[config.mk]
export PLATFORM = sky130hd
export DESIGN_NAME = uart_tx_periph
export DESIGN_NICKNAME = d
export VERILOG_FILES = /design/src/rtl/uart_tx_periph.sv
export SDC_FILE = /design/constraint.sdc
export NUM_CORES = 1
export LEC_CHECK = 0
export CAP_MARGIN = 10
export CORE_ASPECT_RATIO = 2
export CORE_MARGIN = 2
export CORE_UTILIZATION = 45
export CTS_BUF_LIST = sky130_fd_sc_hd__clkbuf_8
export DETAILED_ROUTE_END_ITERATION = 10
export HOLD_SLACK_MARGIN = 0.02
export PLACE_DENSITY_LB_ADDON = 0.25
export REMOVE_ABC_BUFFERS = 1
export SYNTH_ARGS = -nofsm -noshare
export SYNTH_HDL_FRONTEND = slang
export SYNTH_SLANG_ARGS = --single-unit
export TNS_END_PERCENT = 100
[constraint.sdc]
create_clock -name clk -period 4.25 [get_ports clk]
set_input_delay 0.85 -clock clk [delete_from_list [all_inputs] [get_ports clk]]
set_output_delay 0.85 -clock clk [all_outputs]
set_load 0.02 [all_outputs]
[src/rtl/uart_tx_periph.sv]
// uart_tx_periph: memory-mapped 8N1 UART transmitter on the CPU data bus.
//
// Stores to DATA (BASE_ADDR) push data_in[7:0] into a FIFO. A bit-serial FSM
// drains the FIFO LSB first on tx. STATUS (BASE_ADDR+4) is readable with one
// cycle of registered latency. A store to STATUS clears the sticky overflow flag.
//
// Ports:
//   clk        system clock, rising edge
//   rst_n      asynchronous active-low reset
//   address    CPU data address
//   data_in    CPU store data; only [7:0] is transmitted
//   width      byte enables; only bit 0 qualifies a store
//   write      store strobe
//   read_data  registered STATUS value, or zero for any other address
//   tx         serial line, idle high
//   busy       frame on the line or bytes waiting in the FIFO
module uart_tx_periph #(
  parameter logic [9:0]  BASE_ADDR    = 10'h3F0,
  parameter int unsigned CLKS_PER_BIT = 104,
  parameter int unsigned FIFO_DEPTH   = 8
) (
  input  logic        clk,
  input  logic        rst_n,
  input  logic [9:0]  address,
  input  logic [31:0] data_in,
  input  logic [3:0]  width,
  input  logic        write,
  output logic [31:0] read_data,
  output logic        tx,
  output logic        busy
);

  localparam int unsigned PtrW    = (FIFO_DEPTH > 1) ? $clog2(FIFO_DEPTH) : 1;
  localparam int unsigned CntW    = $clog2(FIFO_DEPTH + 1);
  localparam int unsigned BitCntW = (CLKS_PER_BIT > 1) ? $clog2(CLKS_PER_BIT) : 1;

  localparam logic [9:0]         StatusAddr = BASE_ADDR + 10'd4;
  localparam logic [BitCntW-1:0] BitLast    = BitCntW'(CLKS_PER_BIT - 1);
  localparam logic [CntW-1:0]    FifoFull   = CntW'(FIFO_DEPTH);

  typedef enum logic [1:0] {StIdle, StStart, StData, StStop} state_e;

  state_e             state_q;
  logic [BitCntW-1:0] bit_cnt_q;
  logic [2:0]         bit_idx_q;
  logic [7:0]         shift_q;

  logic [7:0]      mem_q [FIFO_DEPTH];
  logic [PtrW-1:0] wr_ptr_q, rd_ptr_q;
  logic [CntW-1:0] count_q, count_d;
  logic            overflow_q;

  logic fifo_empty, fifo_full, bit_end, tx_active;
  logic push_req, push, pop, status_wr;
  logic [3:0]  count_sat;
  logic [31:0] status;

  // Only the low byte and byte-enable bit 0 matter.
  logic unused_bits;
  assign unused_bits = ^{width[3:1], data_in[31:8]};

  assign fifo_empty = (count_q == '0);
  assign fifo_full  = (count_q == FifoFull);
  assign bit_end    = (bit_cnt_q == BitLast);
  assign tx_active  = (state_q != StIdle);
  assign busy       = tx_active || !fifo_empty;

  // Pop only from a non-empty FIFO: a push into an empty FIFO lands first and
  // is popped on the following cycle.
  assign pop = !fifo_empty && ((state_q == StIdle) || ((state_q == StStop) && bit_end));

  assign push_req  = write && width[0] && (address == BASE_ADDR);
  assign status_wr = write && width[0] && (address == StatusAddr);
  // A simultaneous pop frees the slot, so a full FIFO still accepts the push.
  assign push      = push_req && (!fifo_full || pop);

  always_comb begin
    count_d = count_q;
    if (push && !pop) begin
      count_d = count_q + CntW'(1);
    end else if (pop && !push) begin
      count_d = count_q - CntW'(1);
    end
  end

  always_ff @(posedge clk) begin
    if (push) begin
      mem_q[wr_ptr_q] <= data_in[7:0];
    end
  end

  // Pointers wrap naturally because FIFO_DEPTH is a power of two.
  always_ff @(posedge clk or negedge rst_n) begin
    if (!rst_n) begin
      wr_ptr_q   <= '0;
      rd_ptr_q   <= '0;
      count_q    <= '0;
      overflow_q <= 1'b0;
    end else begin
      if (push) begin
        wr_ptr_q <= wr_ptr_q + PtrW'(1);
      end
      if (pop) begin
        rd_ptr_q <= rd_ptr_q + PtrW'(1);
      end
      count_q <= count_d;
      if (push_req && !push) begin
        overflow_q <= 1'b1;
      end else if (status_wr) begin
        overflow_q <= 1'b0;
      end
    end
  end

  // Transmit FSM; tx is registered and changes on the same edge as the state.
  always_ff @(posedge clk or negedge rst_n) begin
    if (!rst_n) begin
      state_q   <= StIdle;
      bit_cnt_q <= '0;
      bit_idx_q <= '0;
      shift_q   <= '0;
      tx        <= 1'b1;
    end else begin
      unique case (state_q)
        StIdle: begin
          tx <= 1'b1;
          if (pop) begin
            shift_q   <= mem_q[rd_ptr_q];
            bit_cnt_q <= '0;
            state_q   <= StStart;
            tx        <= 1'b0;
          end
        end
        StStart: begin
          if (bit_end) begin
            bit_cnt_q <= '0;
            bit_idx_q <= '0;
            state_q   <= StData;
            tx        <= shift_q[0];
          end else begin
            bit_cnt_q <= bit_cnt_q + BitCntW'(1);
          end
        end
        StData: begin
          if (bit_end) begin
            bit_cnt_q <= '0;
            if (bit_idx_q == 3'd7) begin
              state_q <= StStop;
              tx      <= 1'b1;
            end else begin
              shift_q   <= shift_q >> 1;
              bit_idx_q <= bit_idx_q + 3'd1;
              tx        <= shift_q[1];
            end
          end else begin
            bit_cnt_q <= bit_cnt_q + BitCntW'(1);
          end
        end
        StStop: begin
          if (bit_end) begin
            bit_cnt_q <= '0;
            if (pop) begin
              // Back-to-back frame: straight into the next start bit.
              shift_q <= mem_q[rd_ptr_q];
              state_q <= StStart;
              tx      <= 1'b0;
            end else begin
              state_q <= StIdle;
              tx      <= 1'b1;
            end
          end else begin
            bit_cnt_q <= bit_cnt_q + BitCntW'(1);
          end
        end
        default: begin
          state_q <= StIdle;
          tx      <= 1'b1;
        end
      endcase
    end
  end

  always_comb begin
    count_sat = 4'd15;
    if (32'(count_q) < 32'd16) begin
      count_sat = 4'(count_q);
    end
  end

  assign status = {24'b0, count_sat, overflow_q, fifo_empty, fifo_full, tx_active};

  always_ff @(posedge clk or negedge rst_n) begin
    if (!rst_n) begin
      read_data <= '0;
    end else if (address == StatusAddr) begin
      read_data <= status;
    end else begin
      read_data <= '0;
    end
  end

endmodule

Word level (Yosys, flattened, before mapping). Memories as Yosys holds them, arrays and structs flattened. Index checks and enable logic that the tools add are counted. W data, S select, Z words.

Flip-flop bits (word level): 64. RAM bits: 64. Input bits: 49. Output and inout bits: 34. Word-level logic and storage cells: 91. Memories: 1.

Memories: mem_q (words 8, width 8, read ports 1, clocked after Yosys merged registers in 0, write ports 1, RTL line 48) `logic [7:0] mem_q [FIFO_DEPTH];`.

$add $sub $neg: 6. Equality and inequality tests: 14. Multiplexer cells: 32. Reductions and logical operators: 28.

Operator list (number): $mux W8 (5); $pmux W8 S3 (1); $eq A10 B10 Y1 const B (2); $mux W7 (2); $pmux W7 S2 (1); $ne A2 B2 Y1 const B (6); $mux W1 (10); $mux W2 (5); $add A3 B1 Y3 const B (3); $logic_and A1 B1 Y1 (9); $mux W3 (3); $mux W4 (2); $pmux W2 S4 (1); $reduce_and A4 Y1 (2); $reduce_bool A2 Y1 (4); $add A7 B1 Y7 const B (1); $eq A7 B7 Y1 const B (1); $pmux W3 S2 (1); $reduce_and A5 Y1 (1); $add A4 B1 Y4 const B (1); $eq A2 B2 Y1 const B (2); $eq A4 B4 Y1 const B (1); $logic_not A1 Y1 (4); $logic_not A4 Y1 (1); 9 further kinds (11).

Longest topological paths before layout.
Depth after elaboration: 10. Mapped depth: 15. Mapped depth without buffers: 13.

Least setup slack after synthesis. Ideal clock, no wire load.

Path type: input -> register. Start: input port address[1]. End: register count_q[3]. Library setup time: 0.125 ns. Arrival: 3.148 ns. Required time: 4.125 ns. Setup slack: 0.977 ns. Stages: 12. Buffers on the path: 1. Cell sequence: or4b_4 > nor4_4 > o211a_1 > buf_6 > ha_1 > inv_1 > ha_1 > a21o_1 > a21oi_1 > xnor2_1 > nor2_1 > xor2_1.

Longest elaborated chain between the ends: 6. Elaborated cells on any way between the ends: 8. Classes of those cells: 1 x eq/ne; 1 x mux; 6 x reduce/logical.

RTL lines: start: declaration (RTL line 24) `input logic [9:0] address,`; $eq A10 B10 Y1 (*) (RTL line 72) `assign push_req = write && width[0] && (address == BASE_ADDR);`; $logic_and A1 B1 Y1 (*) (RTL line 72); $logic_and A1 B1 Y1 (*) (RTL line 75) `assign push = push_req && (!fifo_full || pop);`; net push (RTL line 54) `logic push_req, push, pop, status_wr;`; $logic_not A1 Y1 (RTL line 81) `end else if (pop && !push) begin`; $logic_and A1 B1 Y1 (RTL line 81); $reduce_bool A2 Y1 (no source line); end signal: assignment (RTL line 106) `count_q <= count_d;`; end: declaration (RTL line 50) `logic [CntW-1:0] count_q, count_d;`.

Mark *: on every way through the listed nets, which the timed path passes. The rest lies on a longest branch. A chain may end at the register's enable or synchronous reset.

Final worst setup path.
Start: input port address[1]. End: register count_q[3].

Longest elaborated chain between the ends: 6. Elaborated cells on any way between the ends: 8. Classes of those cells: 1 x eq/ne; 1 x mux; 6 x reduce/logical.

RTL lines (RTL line): $eq A10 B10 Y1 (*) (72); $logic_and A1 B1 Y1 (*) (72); $logic_and A1 B1 Y1 (*) (75); $logic_not A1 Y1 (81); $logic_and A1 B1 Y1 (81); $reduce_bool A2 Y1 (no source line).

Every way passes the cells marked *; elsewhere a longest branch is shown, timed or not.

==> metrics.yaml <==
maxCapViolCount: 0
ant_nets: 0
holdPathStages: 2
ys_seq_area_share_pct: 61.34
rsz0062_at_grt: "no"
cp_slowest_cell: "or4b_4"
die_y_um: 149.6
min_period_ns: 3.326
cts_resized: 0
clk_latency_ns: 0.37
yosysWarnings: 0
synth_edf_count: 64
track_usage_pct: 15.98
dieWidth_um: 76.78
grt_pass1_wl_um: 13900
tns_ns: 0
netlist.area_leader.share_pct: 40.31
critPathRequiredTime_ns: 4.51
grt_overflow_total: 0
vias: 2683
fin_crit_sh_pct: 78.25
synth_area_um2: 4767
static-leakage-power_nw: 2.049
cts_tree: "built"
p_int_w: 0.001322
diodes: 0
ys_top_cells_by_area: "edfxtp_1, dfrtp_1, mux4_2"
synth_top_flop_cell: "edfxtp_1"
power.switching_w: 0.0004071
final_common_cell: "edfxtp_1"
worst_pin_slew_ns: 1.015
ctsHoldBuffers: 0
finalHoldViolations: 0
place_hpwl_um: 6076
post_cts_buffers: 0
dr.first_iter.drc_count: 76
grt_max_degree: 41
hold-worst-slack_ns: 0.4814
ioPinCount: 83
crit_chain: "clkdlybuf4s50_1 > or4b_4 > nor4_4 > o211a_1 > ha_1 > inv_1 > ha_1 > a21o_1 > a21oi_1 > xnor2_1 > nor2_1 > xor2_1"
synth-seq-cells: 104
worst-path-buf-inv: 2
r2r_end: "count_q[3]$_DFFE_PN0P_"
power_frac_comb_pct: 3.3
dp.cells: 495
ir_drop_uv: 219.9
synth.avg_cell_area_um2: 14.36
end_kind: "flop"
power_frac_clock_pct: 34.6
maxSlewViolCount: 0
layout-area-overhead-vs-synth_pct: 12.05
p_per_area_nw_per_um2: 323.8
power_frac_seq_pct: 62.2
root_buffer: "clkbuf_8"
cp_top_family: "simple AND/OR/NAND/NOR gates"
crit_top_cell: "ha_1"
numCtsBuffers: 9
crit_fanout: 3
rr_startpoint: "state_q[0]$_DFFE_PN0P_"
wl_um: 8422
drt_first_pass_iters: 4
critPathMaxStageDelay_ns: 0.56
regToRegSetupSlack_ns: 1.28
swShare_pct: 23.54
path_clk_slew_ns: 0.11
grt_pass1_vias: 2763
cts_buffer_depth: 2
finalNonFillerCells: 511
place_ws_ns: 0.5176
drive_gt1_share_pct: 15.24
ys_types: 54
nNetsFinal: 433
wl_per_cell_um: 16.48
rows: 53
start_util_pct: 45.79
hold_path_end: "tx$_DFFE_PN1P_"
setup_ws_ns: 0.9243
gp_congestion: 0.7568
max_freq_mhz: 300.7
drc_errors: 0
dieArea_um2: 11480
rr_worst_depth: 13
core_area_um2: 10410
cp.arrival_ns: 3.58
final_cell_mix: "edfxtp_1, dfrtp_1, clkdlybuf4s50_1"
cp.depth: 12
viasPerCell: 5.250
synthCells: 332
async_flop_share_pct: 38.46
htree_num_levels: 3
io_buffers: 31
antenna_found_initial: 0
relSlewSlack_pct: 32.30
skew_ns: 0.01107
status: "complete, no violations"
start_kind: "primary input"
path_class: "in -> reg"
setup-violations-final: 0
fin_area_um2: 5341
synth.largest_area_cell: "edfxtp_1"
worstHoldStart: "tx$_DFFE_PN1P_"
cts.sinks: 104
hp-class: "reg -> reg"
dpl_cell_area_um2: 5149
worst register-to-register path: stages (launching register included):
cell,delay (ns)
dfrtp_1,0.44
inv_1,0.16
ha_1,0.36
a31o_2,0.22
and2_1,0.31
inv_2,0.14
ha_1,0.23
inv_1,0.11
ha_1,0.24
a21o_1,0.17
a21oi_1,0.16
xnor2_1,0.13
nor2_1,0.06
xor2_1,0.14
sequential cells by signal (all words and copies together), names as in the netlist:
signal	flops
tx	1
rd_ptr_q	3
mem_q	64
bit_cnt_q	7
state_q	2
count_q	4
shift_q	8
bit_idx_q	3
read_data	8
overflow_q	1
wr_ptr_q	3
power by group through the flow:
stage | sequential [W] | combinational, W | clock (W)
detailed placement | 0.00110 | 0.0000568 | 0
CTS | 0.00108 | 0.0000568 | 0.000621
global route | 0.00108 | 0.0000626 | 0.000672
global placement | 0.00110 | 0.0000551 | 0
finish | 0.00108 | 0.0000562 | 0.000598
floorplan | 0.00110 | 0.0000225 | 0
stage by stage:
stage / total power, W / util (%)
global route: 0.001810 / 51.30
finish: 0.001730 / 51.30
detailed placement: 0.001154 / 49.45
CTS: 0.001753 / 51.30
global placement: 0.001152 / 49.45
floorplan: 0.001120 / -
cell type report:
class | instances | area, um2
Tap cell | 137 | 171.4
Timing Repair Buffer | 38 | 357.8
Sequential cell | 104 | 2924
Multi-Input combinational cell | 208 | 1665
Fill cell | 924 | 5070
Clock inverter | 7 | 68.82
Clock buffer | 9 | 123.9
Inverter | 8 | 30.03
cell usage after synthesis (all sizes together), types with 2 or more instances:
library cell  instances
a21o                  2
nand2                23
nor3b                 5
xor2                  2
mux2i                 7
edfxtp               64
a31oi                 2
clkbuf                5
a22oi                 2
nand2b                3
buf                  30
nor2                 25
a221o                 6
ha                   14
o21bai                2
mux2                  4
a21oi                 3
o21ai                17
and4bb                2
and2                  2
mux4                 16
nor4                  3
and3                  8
nand3                 5
dfrtp                39
inv                   8
xnor2                 7
nor3                  5
a22o                  6
cells by family (layout without fill, tap and decap cells):
| logic type | after synthesis | in the layout | share of synthesized area [%] |
|---|---|---|---|
| xor gates and xnor gates | 9 | 9 | 1.654 |
| AOI/OAI and AO/OA | 47 | 47 | 7.113 |
| buffers and inverters | 43 | 62 | 5.538 |
| muxes | 27 | 27 | 9.974 |
| and+or+nand+nor | 86 | 86 | 10.21 |
| DFF | 104 | 104 | 61.34 |
| other | 1 | 24 | 0.07866 |
| adders and majority gates | 15 | 15 | 4.095 |
worst max path at each step:
stage	endpoint	startpoint	slack, ns
2_1_floorplan	count_q[3]$_DFFE_PN0P_	address[1]	0.91
5_1_grt	count_q[3]$_DFFE_PN0P_	address[1]	0.77
3_3_place_gp	count_q[3]$_DFFE_PN0P_	address[1]	0.56
6_report	count_q[3]$_DFFE_PN0P_	address[1]	0.92
3_5_place_dp	count_q[3]$_DFFE_PN0P_	address[1]	0.52
4_1_cts	count_q[3]$_DFFE_PN0P_	address[1]	0.91
layer usage:
layer,global-route usage (%),up-vias,wire [um]
met5,0,-,0
met4,4.727,0,123
met3,3.317,9,185
met2,31.27,35,5041
met1,16.81,1375,3071
li1,-,1264,-
Power figures use the tool's default switching activity.
